`config.mk`:
```
export PLATFORM = sky130hd
export DESIGN_NAME = divider_32
export DESIGN_NICKNAME = d
export VERILOG_FILES = /design/src/rtl/alu_pkg.sv /design/src/rtl/full_adder_32.sv /design/src/rtl/divider_32.sv
export SDC_FILE = /design/constraint.sdc
export NUM_CORES = 1
export LEC_CHECK = 0
export ABC_AREA = 1
export CAP_MARGIN = 5
export CORE_MARGIN = 1
export CORE_UTILIZATION = 55
export CTS_CLUSTER_SIZE = 30
export DETAILED_ROUTE_END_ITERATION = 10
export PLACE_DENSITY = 0.87
export SLEW_MARGIN = 20
export SYNTH_ARGS = -nofsm -noshare
export SYNTH_HDL_FRONTEND = slang
export SYNTH_HIERARCHICAL = 1
export SYNTH_SLANG_ARGS = --single-unit
```
`constraint.sdc`:
```
create_clock -name clk -period 20.1 [get_ports clk]
set_input_delay 2.01 -clock clk [delete_from_list [all_inputs] [get_ports clk]]
set_output_delay 2.01 -clock clk [all_outputs]
set_load 0.01 [all_outputs]
```
`src/rtl/alu_pkg.sv`:
```
// rtl/alu_pkg.sv - shared ALU constants, op codes and divider state type
package alu_pkg;

    // Default datapath width for the ALU and its multi-cycle units
    localparam int WIDTH = 32;

    // ALU operation select codes
    localparam logic [1:0] ALU_ADD  = 2'b00;
    localparam logic [1:0] ALU_MUL  = 2'b01;
    localparam logic [1:0] ALU_DIV  = 2'b10;
    localparam logic [1:0] ALU_NAND = 2'b11;

    // Divider sequencing states
    typedef enum logic [1:0] {
        IDLE = 2'b00,
        RUN  = 2'b01,
        DONE = 2'b10
    } div_state_t;

    // Quotient reported when the divisor is zero
    localparam logic [WIDTH-1:0] DIV_BY_ZERO_Q = '1;

endpackage

```
`src/rtl/full_adder_32.sv`:
```
// rtl/full_adder_32.sv - ripple-carry adder with carry in and carry out
module full_adder_32 #(
    parameter int WIDTH = 32
) (
    input  logic [WIDTH-1:0] a_i,
    input  logic [WIDTH-1:0] b_i,
    input  logic             cin_i,
    output logic [WIDTH-1:0] sum_o,
    output logic             cout_o
);

    logic [WIDTH:0] carry;

    assign carry[0] = cin_i;

    // One full-adder cell per bit, carry rippling from LSB to MSB
    for (genvar i = 0; i < WIDTH; i++) begin : g_bit
        assign sum_o[i]   = a_i[i] ^ b_i[i] ^ carry[i];
        assign carry[i+1] = (a_i[i] & b_i[i]) | (carry[i] & (a_i[i] ^ b_i[i]));
    end

    assign cout_o = carry[WIDTH];

endmodule

```
`src/rtl/divider_32.sv`:
```
// rtl/divider_32.sv - multi-cycle unsigned restoring divider, one quotient bit per cycle
module divider_32
    import alu_pkg::*;
#(
    parameter int WIDTH = alu_pkg::WIDTH
) (
    input  logic             clk,
    input  logic             r,
    input  logic             load,
    input  logic [WIDTH-1:0] x,
    input  logic [WIDTH-1:0] y,
    output logic [WIDTH-1:0] q,
    output logic [WIDTH-1:0] rem,
    output logic             finished,
    output logic             div_by_zero
);

    localparam int CW = $clog2(WIDTH) + 1;
    localparam logic [CW-1:0] LAST_ITER = CW'(WIDTH - 1);

    div_state_t       state_q;
    logic [WIDTH-1:0] qreg_q;
    logic [WIDTH-1:0] dreg_q;
    logic [WIDTH-1:0] rem_q;
    logic [CW-1:0]    count_q;
    logic             finished_q;
    logic             dbz_q;

    // Iteration datapath: shift the next dividend bit into the partial remainder
    logic             shift_c;
    logic [WIDTH-1:0] rs;
    logic [WIDTH-1:0] trial;
    logic             no_borrow;
    logic             ok;
    logic [WIDTH-1:0] rem_d;
    logic [WIDTH-1:0] qreg_d;

    assign shift_c = rem_q[WIDTH-1];
    assign rs      = {rem_q[WIDTH-2:0], qreg_q[WIDTH-1]};

    // Trial subtraction rs - dreg done as rs + ~dreg + 1; carry out means no borrow
    full_adder_32 #(
        .WIDTH (WIDTH)
    ) u_trial_sub (
        .a_i    (rs),
        .b_i    (~dreg_q),
        .cin_i  (1'b1),
        .sum_o  (trial),
        .cout_o (no_borrow)
    );

    // A bit shifted out of the remainder means rs exceeds any WIDTH-bit divisor
    assign ok     = no_borrow | shift_c;
    assign rem_d  = ok ? trial : rs;
    assign qreg_d = {qreg_q[WIDTH-2:0], ok};

    // Sequencer: reset beats load, load restarts from any state, RUN iterates WIDTH times
    always_ff @(posedge clk) begin
        if (r) begin
            state_q    <= IDLE;
            qreg_q     <= '0;
            dreg_q     <= '0;
            rem_q      <= '0;
            count_q    <= '0;
            finished_q <= 1'b0;
            dbz_q      <= 1'b0;
        end else if (load) begin
            dreg_q     <= y;
            count_q    <= '0;
            finished_q <= 1'b0;
            if (y == '0) begin
                state_q <= DONE;
                qreg_q  <= DIV_BY_ZERO_Q;
                rem_q   <= x;
                dbz_q   <= 1'b1;
            end else begin
                state_q <= RUN;
                qreg_q  <= x;
                rem_q   <= '0;
                dbz_q   <= 1'b0;
            end
        end else begin
            case (state_q)
                RUN: begin
                    rem_q   <= rem_d;
                    qreg_q  <= qreg_d;
                    count_q <= count_q + 1'b1;
                    if (count_q == LAST_ITER) begin
                        state_q <= DONE;
                    end
                end
                DONE: begin
                    finished_q <= 1'b1;
                end
                default: begin
                    finished_q <= 1'b0;
                end
            endcase
        end
    end

    assign q           = qreg_q;
    assign rem         = rem_q;
    assign finished    = finished_q;
    assign div_by_zero = dbz_q;

endmodule
```
Word-level counts from Yosys, hierarchy flattened
Index checks and enable logic that the tools add are counted.
- $add $sub $neg: 1
- eq/ne operators: 3
- mux-type cells: 13
- bitwise operators: 161
- reduce and logical (&&, ||, !) cells: 5
- operators with widths (kind ; count):
    32-bit 2-to-1 mux ; 7
    1-bit bitwise AND ; 63
    1-bit XOR ; 63
    1-bit OR ; 33
    32-bit zero test ; 1
    32-bit NOT ; 1
    2-bit 2-to-1 mux ; 4
    6-bit by 1-bit adder with 6-bit output (second input constant) ; 1
    6-bit by 5-bit == test with 1-bit output (second input constant) ; 1
    2-bit nonzero test ; 2
    2-bit by 1-bit == test with 1-bit output (second input constant) ; 1
    2-bit == test (second input constant) ; 1
    1-bit case mux with 2 select lines ; 1
    2-bit AND reduction ; 1
    2-bit OR reduction ; 1
    1-bit 2-to-1 mux ; 1
    1-bit NOT ; 1
- bits in registers: 106
- input bits: 67
- output and inout bits: 66

Longest topological paths before layout
- depth in word-level cells: 69
- depth in mapped cells: 44
- depth with buffers taken out: 43

Hierarchy
Netlist, hierarchy kept.
- modules (own cells, without submodules) (module ; instances ; cells each ; area each (um^2) ; sequential area each (um^2)):
    divider_32 ; 1 ; 767 ; 5126.2 ; 2122.0
    full_adder_32 ; 1 ; 42 ; 678.2 ; 0.0

Worst setup path before layout
OpenSTA, ideal clock, no wires.
- kind: register to register
- from: register qreg_q[31], in the netlist q[31]
- to: register rem_q[28], in the netlist rem[28]
- library setup time: 0.119 ns
- data arrival time: 13.036 ns
- slack: 6.945 ns
- cell stages (with the launch flop): 44
- path buffers: 1
- period minus slack after synthesis: 13.155 ns
- cell sequence: dfxtp_1 > fa_1 > fa_1 > fa_1 > fa_1 > fa_1 > fa_1 > fa_1 > fa_1 > fa_1 > fa_1 > fa_1 > fa_1 > fa_1 > fa_1 > fa_1 > fa_1 > inv_1 > [... 8 more ...] > fa_1 > fa_1 > fa_1 > fa_1 > fa_1 > fa_1 > fa_1 > fa_1 > inv_1 > fa_1 > inv_1 > nor2_1 > inv_1 > clkbuf_1 > nand2_1 > nand3_1 > nand2_1 > a21oi_1
- longest elaborated chain between the ends: 68
- ends and longest elaborated chain (element ; RTL line ; RTL):
    start: declaration ; divider_32.sv:22 ; logic [WIDTH-1:0] qreg_q;
    start signal: assignment ; divider_32.sv:86 ; qreg_q <= qreg_d;
    1-bit bitwise AND or 1-bit XOR (tied branches) ; full_adder_32.sv:19 ; assign carry[i+1] = (a_i[i] & b_i[i]) | (carry[i] & (a_i[i] ^ b_i[i]));
    1-bit OR (*) ; full_adder_32.sv:19 ;
    1-bit bitwise AND (*) ; full_adder_32.sv:19 ;
    1-bit OR (*) ; full_adder_32.sv:19 ;
    1-bit bitwise AND (*) ; full_adder_32.sv:19 ;
    1-bit OR (*) ; full_adder_32.sv:19 ;
    1-bit bitwise AND (*) ; full_adder_32.sv:19 ;
    1-bit OR (*) ; full_adder_32.sv:19 ;
    [... 53 more ...] ; n/a ;
    1-bit OR (*) ; full_adder_32.sv:19 ;
    1-bit bitwise AND (*) ; full_adder_32.sv:19 ;
    1-bit OR (*) ; full_adder_32.sv:19 ;
    net no_borrow ; divider_32.sv:33 ; logic no_borrow;
    1-bit OR (*) ; divider_32.sv:53 ; assign ok = no_borrow | shift_c;
    32-bit 2-to-1 mux (*) ; divider_32.sv:54 ; assign rem_d = ok ? trial : rs;
    32-bit 2-to-1 mux (*) ; divider_32.sv:83 ; case (state_q)
    32-bit 2-to-1 mux (*) ; divider_32.sv:67 ; end else if (load) begin
    end signal: assignment ; divider_32.sv:85 ; rem_q <= rem_d;
    end: declaration ; divider_32.sv:24 ; logic [WIDTH-1:0] rem_q;
Mark *: on every way through the listed nets, which the timed path passes. The rest lies on a longest branch. The select of a mux whose other input is x is not followed.
A chain may end at the register's enable or synchronous reset.

Worst setup path in the final report
- from: register dreg_q[0]
- to: register rem_q[14], in the netlist rem[14]
- longest elaborated chain between the ends: 69
- ends and longest elaborated chain (element ; RTL line ; RTL):
    start: declaration ; divider_32.sv:23 ; logic [WIDTH-1:0] dreg_q;
    start signal: assignment ; divider_32.sv:68 ; dreg_q <= y;
    32-bit NOT (*) ; divider_32.sv:46 ; .b_i (~dreg_q),
    1-bit bitwise AND or 1-bit XOR (tied branches) ; full_adder_32.sv:19 ;
    1-bit OR (*) ; full_adder_32.sv:19 ;
    1-bit bitwise AND (*) ; full_adder_32.sv:19 ;
    1-bit OR (*) ; full_adder_32.sv:19 ;
    1-bit bitwise AND (*) ; full_adder_32.sv:19 ;
    1-bit OR (*) ; full_adder_32.sv:19 ;
    1-bit bitwise AND (*) ; full_adder_32.sv:19 ;
    [... 54 more ...] ; n/a ;
    1-bit OR (*) ; full_adder_32.sv:19 ;
    1-bit bitwise AND (*) ; full_adder_32.sv:19 ;
    1-bit OR (*) ; full_adder_32.sv:19 ;
    net no_borrow ; divider_32.sv:33 ;
    1-bit OR (*) ; divider_32.sv:53 ;
    32-bit 2-to-1 mux (*) ; divider_32.sv:54 ;
    32-bit 2-to-1 mux (*) ; divider_32.sv:83 ;
    32-bit 2-to-1 mux (*) ; divider_32.sv:67 ;
Marked as above.

==> flow_summary_export.csv <==
group,metric,value,unit
synthesis,synth_nets,909,
finish,diodes,0,
hold_path,hold_path.class,"reg2reg",
synthesis,yosysWarnings,6,
power,powerDensity,71.9,nW/um2
hold_path,min_from,"finished",
die,die_y,105,um
synthesis,syn_inst,809,
sta,fin_worst_skew,0.00726,ns
sta,maxSlewViolCount,0,
global_route,grt_pass1_vias,4833,
cts,clock_sinks,106,
flow_run,max_cap_violations,0,
setup_path,critPathSlowestCell,"inv_1",
setup_path,r2r_start,"dreg_q[0]",
synthesis,synth_area,5800,um2
global_route,grt_util_all_layers,0.277,
place,io_buffers,132,
global_route,antenna_found_initial,0,
sta,worstMarginPinSlew,0.981,ns
sta,period_minus_slack,14.03,ns
sta,tns,0,ns
status,status,"finished, final reports clean",
setup_path,path_buf_inv,6,
detailed_routing,routed-wl-met3,1.06,mm
finish,syn_to_final_growth,25.8,%
die,die_x,105,um
cts,htree_levels,3,
setup_path,end_kind,"flip-flop",
setup_path,cpPeakStageDelay,0.44,ns
cts,cts_hold_buf,0,
die,start_util,0.565,
detailed_routing,wl_met1,6.91,mm
place,dp_hpwl,10.1,mm
detailed_routing,avgViaCountPerCell,5.27,
setup_path,path_common_cell,"fa_1",
setup_path,path_max_fanout,32,
cts,clk_pin_slew,0.10,ns
sta,max_freq,71.3,MHz
cts,clockRootBuffer,"clkbuf_8",
power,peakVddDrop,0.0000497,V
global_route,gr-total-overflow,0,
global_route,grt_pass1_wl,24.2,mm
cts,cts_tree,"done",
die,io_pins,133,
cts,cts_setup_buffers,0,
cts,clock_path_buffers,2,
sta,rsz0062_at_grt,"false",
setup_path,crit_start,"dreg_q[0]",
detailed_routing,drt-initial-drc-count,440,
setup_path,path_class,"reg2reg",
place,place_congestion,0.827,
detailed_routing,wl_met2,6.66,mm
setup_path,crit_path_start_kind,"flip-flop",
synthesis,yosysSeqAreaShare,0.366,
setup_path,cp.arrival,14.29,ns
detailed_routing,drc,0,
sta,fin_crit_sh,0.698,
finish,drive_gt1_frac,0.0682,
setup_path,cp.required,20.36,ns
sta,finalSetupViolations,0,
global_route,grt_start_max_net_pins,101,
detailed_routing,ant_nets,0,
power,p_total,525,uW
setup_path,cp_top_family,"adder cells",
detailed_routing,avgRoutedWirePerCell,14.3,um
synthesis,ys_ff_latch,106,
cts,clock_latency,0.37,ns
sta,final-hold-violation-count,0,
detailed_routing,via_count,5512,
detailed_routing,first_pass_iters,7,
die,die_area,11000,um2
cts,cts_buffers,9,
sta,relSlewSlack,0.345,
finish,nFillCells,834,
synthesis,synth_cell_types,27,
cts,cts_resized,0,
power,leakagePower,0.00311,uW
detailed_routing,wirelength,14.9,mm
detailed_routing,top_layer,"met4",
die,core,10300,um2
die,fp-row-count,37,
finish,nets,1004,
synthesis,syn_avg_cell_area,7.17,um2
==> layout make-up <==
cell class / instances / area, um2 / share of cell area
flip-flops and latches: 106 / 2120 / 0.291
clock inverters: 5 / 77.6 / 0.0106
clock buffers: 11 / 141 / 0.0194
inverters: 101 / 379 / 0.0519
well taps: 136 / 170 / 0.0233
multi-input cells: 548 / 3050 / 0.418
repair buffers: 138 / 1360 / 0.186
==> metrics by stage <==
step / cell area [um2] / util / instances / worst slack, ns / hold slack (ns)
6_report: 7300 / 0.710 / 1045 / 6.07 / 0.465
5_1_grt: 7300 / 0.710 / 1045 / 5.47 / 0.489
4_1_cts: 7300 / 0.710 / 1045 / 6.16 / 0.469
3_5_place_dp: 7080 / 0.689 / 1029 / 6.27 / 0.454
3_3_place_gp: 7080 / 0.689 / 1029 / 6.46 / 0.448
2_1_floorplan: 5800 / - / 809 / 6.94 / 0.434
==> routing by layer <==
| metal | global-route usage | vias up |
|---|---|---|
| li1 | - | 2753 |
| met1 | 0.409 | 2494 |
| met2 | 0.405 | 233 |
| met3 | 0.0549 | 32 |
| met4 | 0.0865 | 0 |
| met5 | 0 | - |
==> placed cells by master (no fill, tap or decap), drive strengths merged <==
master	count
nand2	182
clkdlybuf4s50	131
dfxtp	106
a21oi	102
inv	101
o21ai	98
nand3	68
fa	32
or2	31
nor2	27
clkbuf	11
buf	7
clkinv	2
bufinv	2
and2	2
nand4	1
nor3	1
o21a	1
a211oi	1
ha	1
clkinvlp	1
conb	1
==> worst paths after layout <==
| kind | depth (start not counted) | slack (ns) | end |
|---|---|---|---|
| hold reg to reg | 2 | 0.47 | finished |
| setup / recovery | 43 | 6.07 | rem[14] |
| hold / removal | 2 | 0.47 | finished |
| setup reg to reg | 43 | 6.07 | rem[14] |
==> state kept, by name, summed over array words and instances, names as in the netlist <==
name	flops
dreg_q	32
q	32
rem	32
count_q	6
state_q	2
div_by_zero	1
finished	1
==> cells in the mapped netlist (all sizes together) <==
| master | n | area share |
|---|---|---|
| dfxtp | 106 | 0.37 |
| nand4 | 1 | 0.0011 |
| inv | 101 | 0.065 |
| nand3 | 68 | 0.059 |
| buf | 32 | 0.030 |
| ha | 1 | 0.0022 |
| and2 | 2 | 0.0022 |
| or2 | 31 | 0.033 |
| nor3 | 1 | 0.00086 |
| a21oi | 102 | 0.088 |
| conb | 1 | 0.00065 |
| nand2 | 182 | 0.12 |
| a211oi | 1 | 0.0013 |
| clkbuf | 22 | 0.014 |
| o21ai | 98 | 0.085 |
| fa | 32 | 0.11 |
| o21a | 1 | 0.0013 |
| nor2 | 27 | 0.022 |
==> power breakdown <==
group / internal, uW / switching (uW)
clock: 73.3 / 73.8
combinational: 66.0 / 73.7
sequential: 225 / 12.6
total: 365 / 160
==> tightest hold or removal path: stages, from the launching register on <==
cell     delay (ns)
dfxtp_1        0.32
nand2_1        0.06
a21oi_1        0.05
==> kinds of logic after synthesis <==
family	count (synthesis)	share of synthesized area
other cells	1	0.000646
compound gates	202	0.175
flops	106	0.366
simple gates	312	0.237
buf+inv	155	0.110
fa+ha+maj	33	0.113
Power figures use the tool's default switching activity.
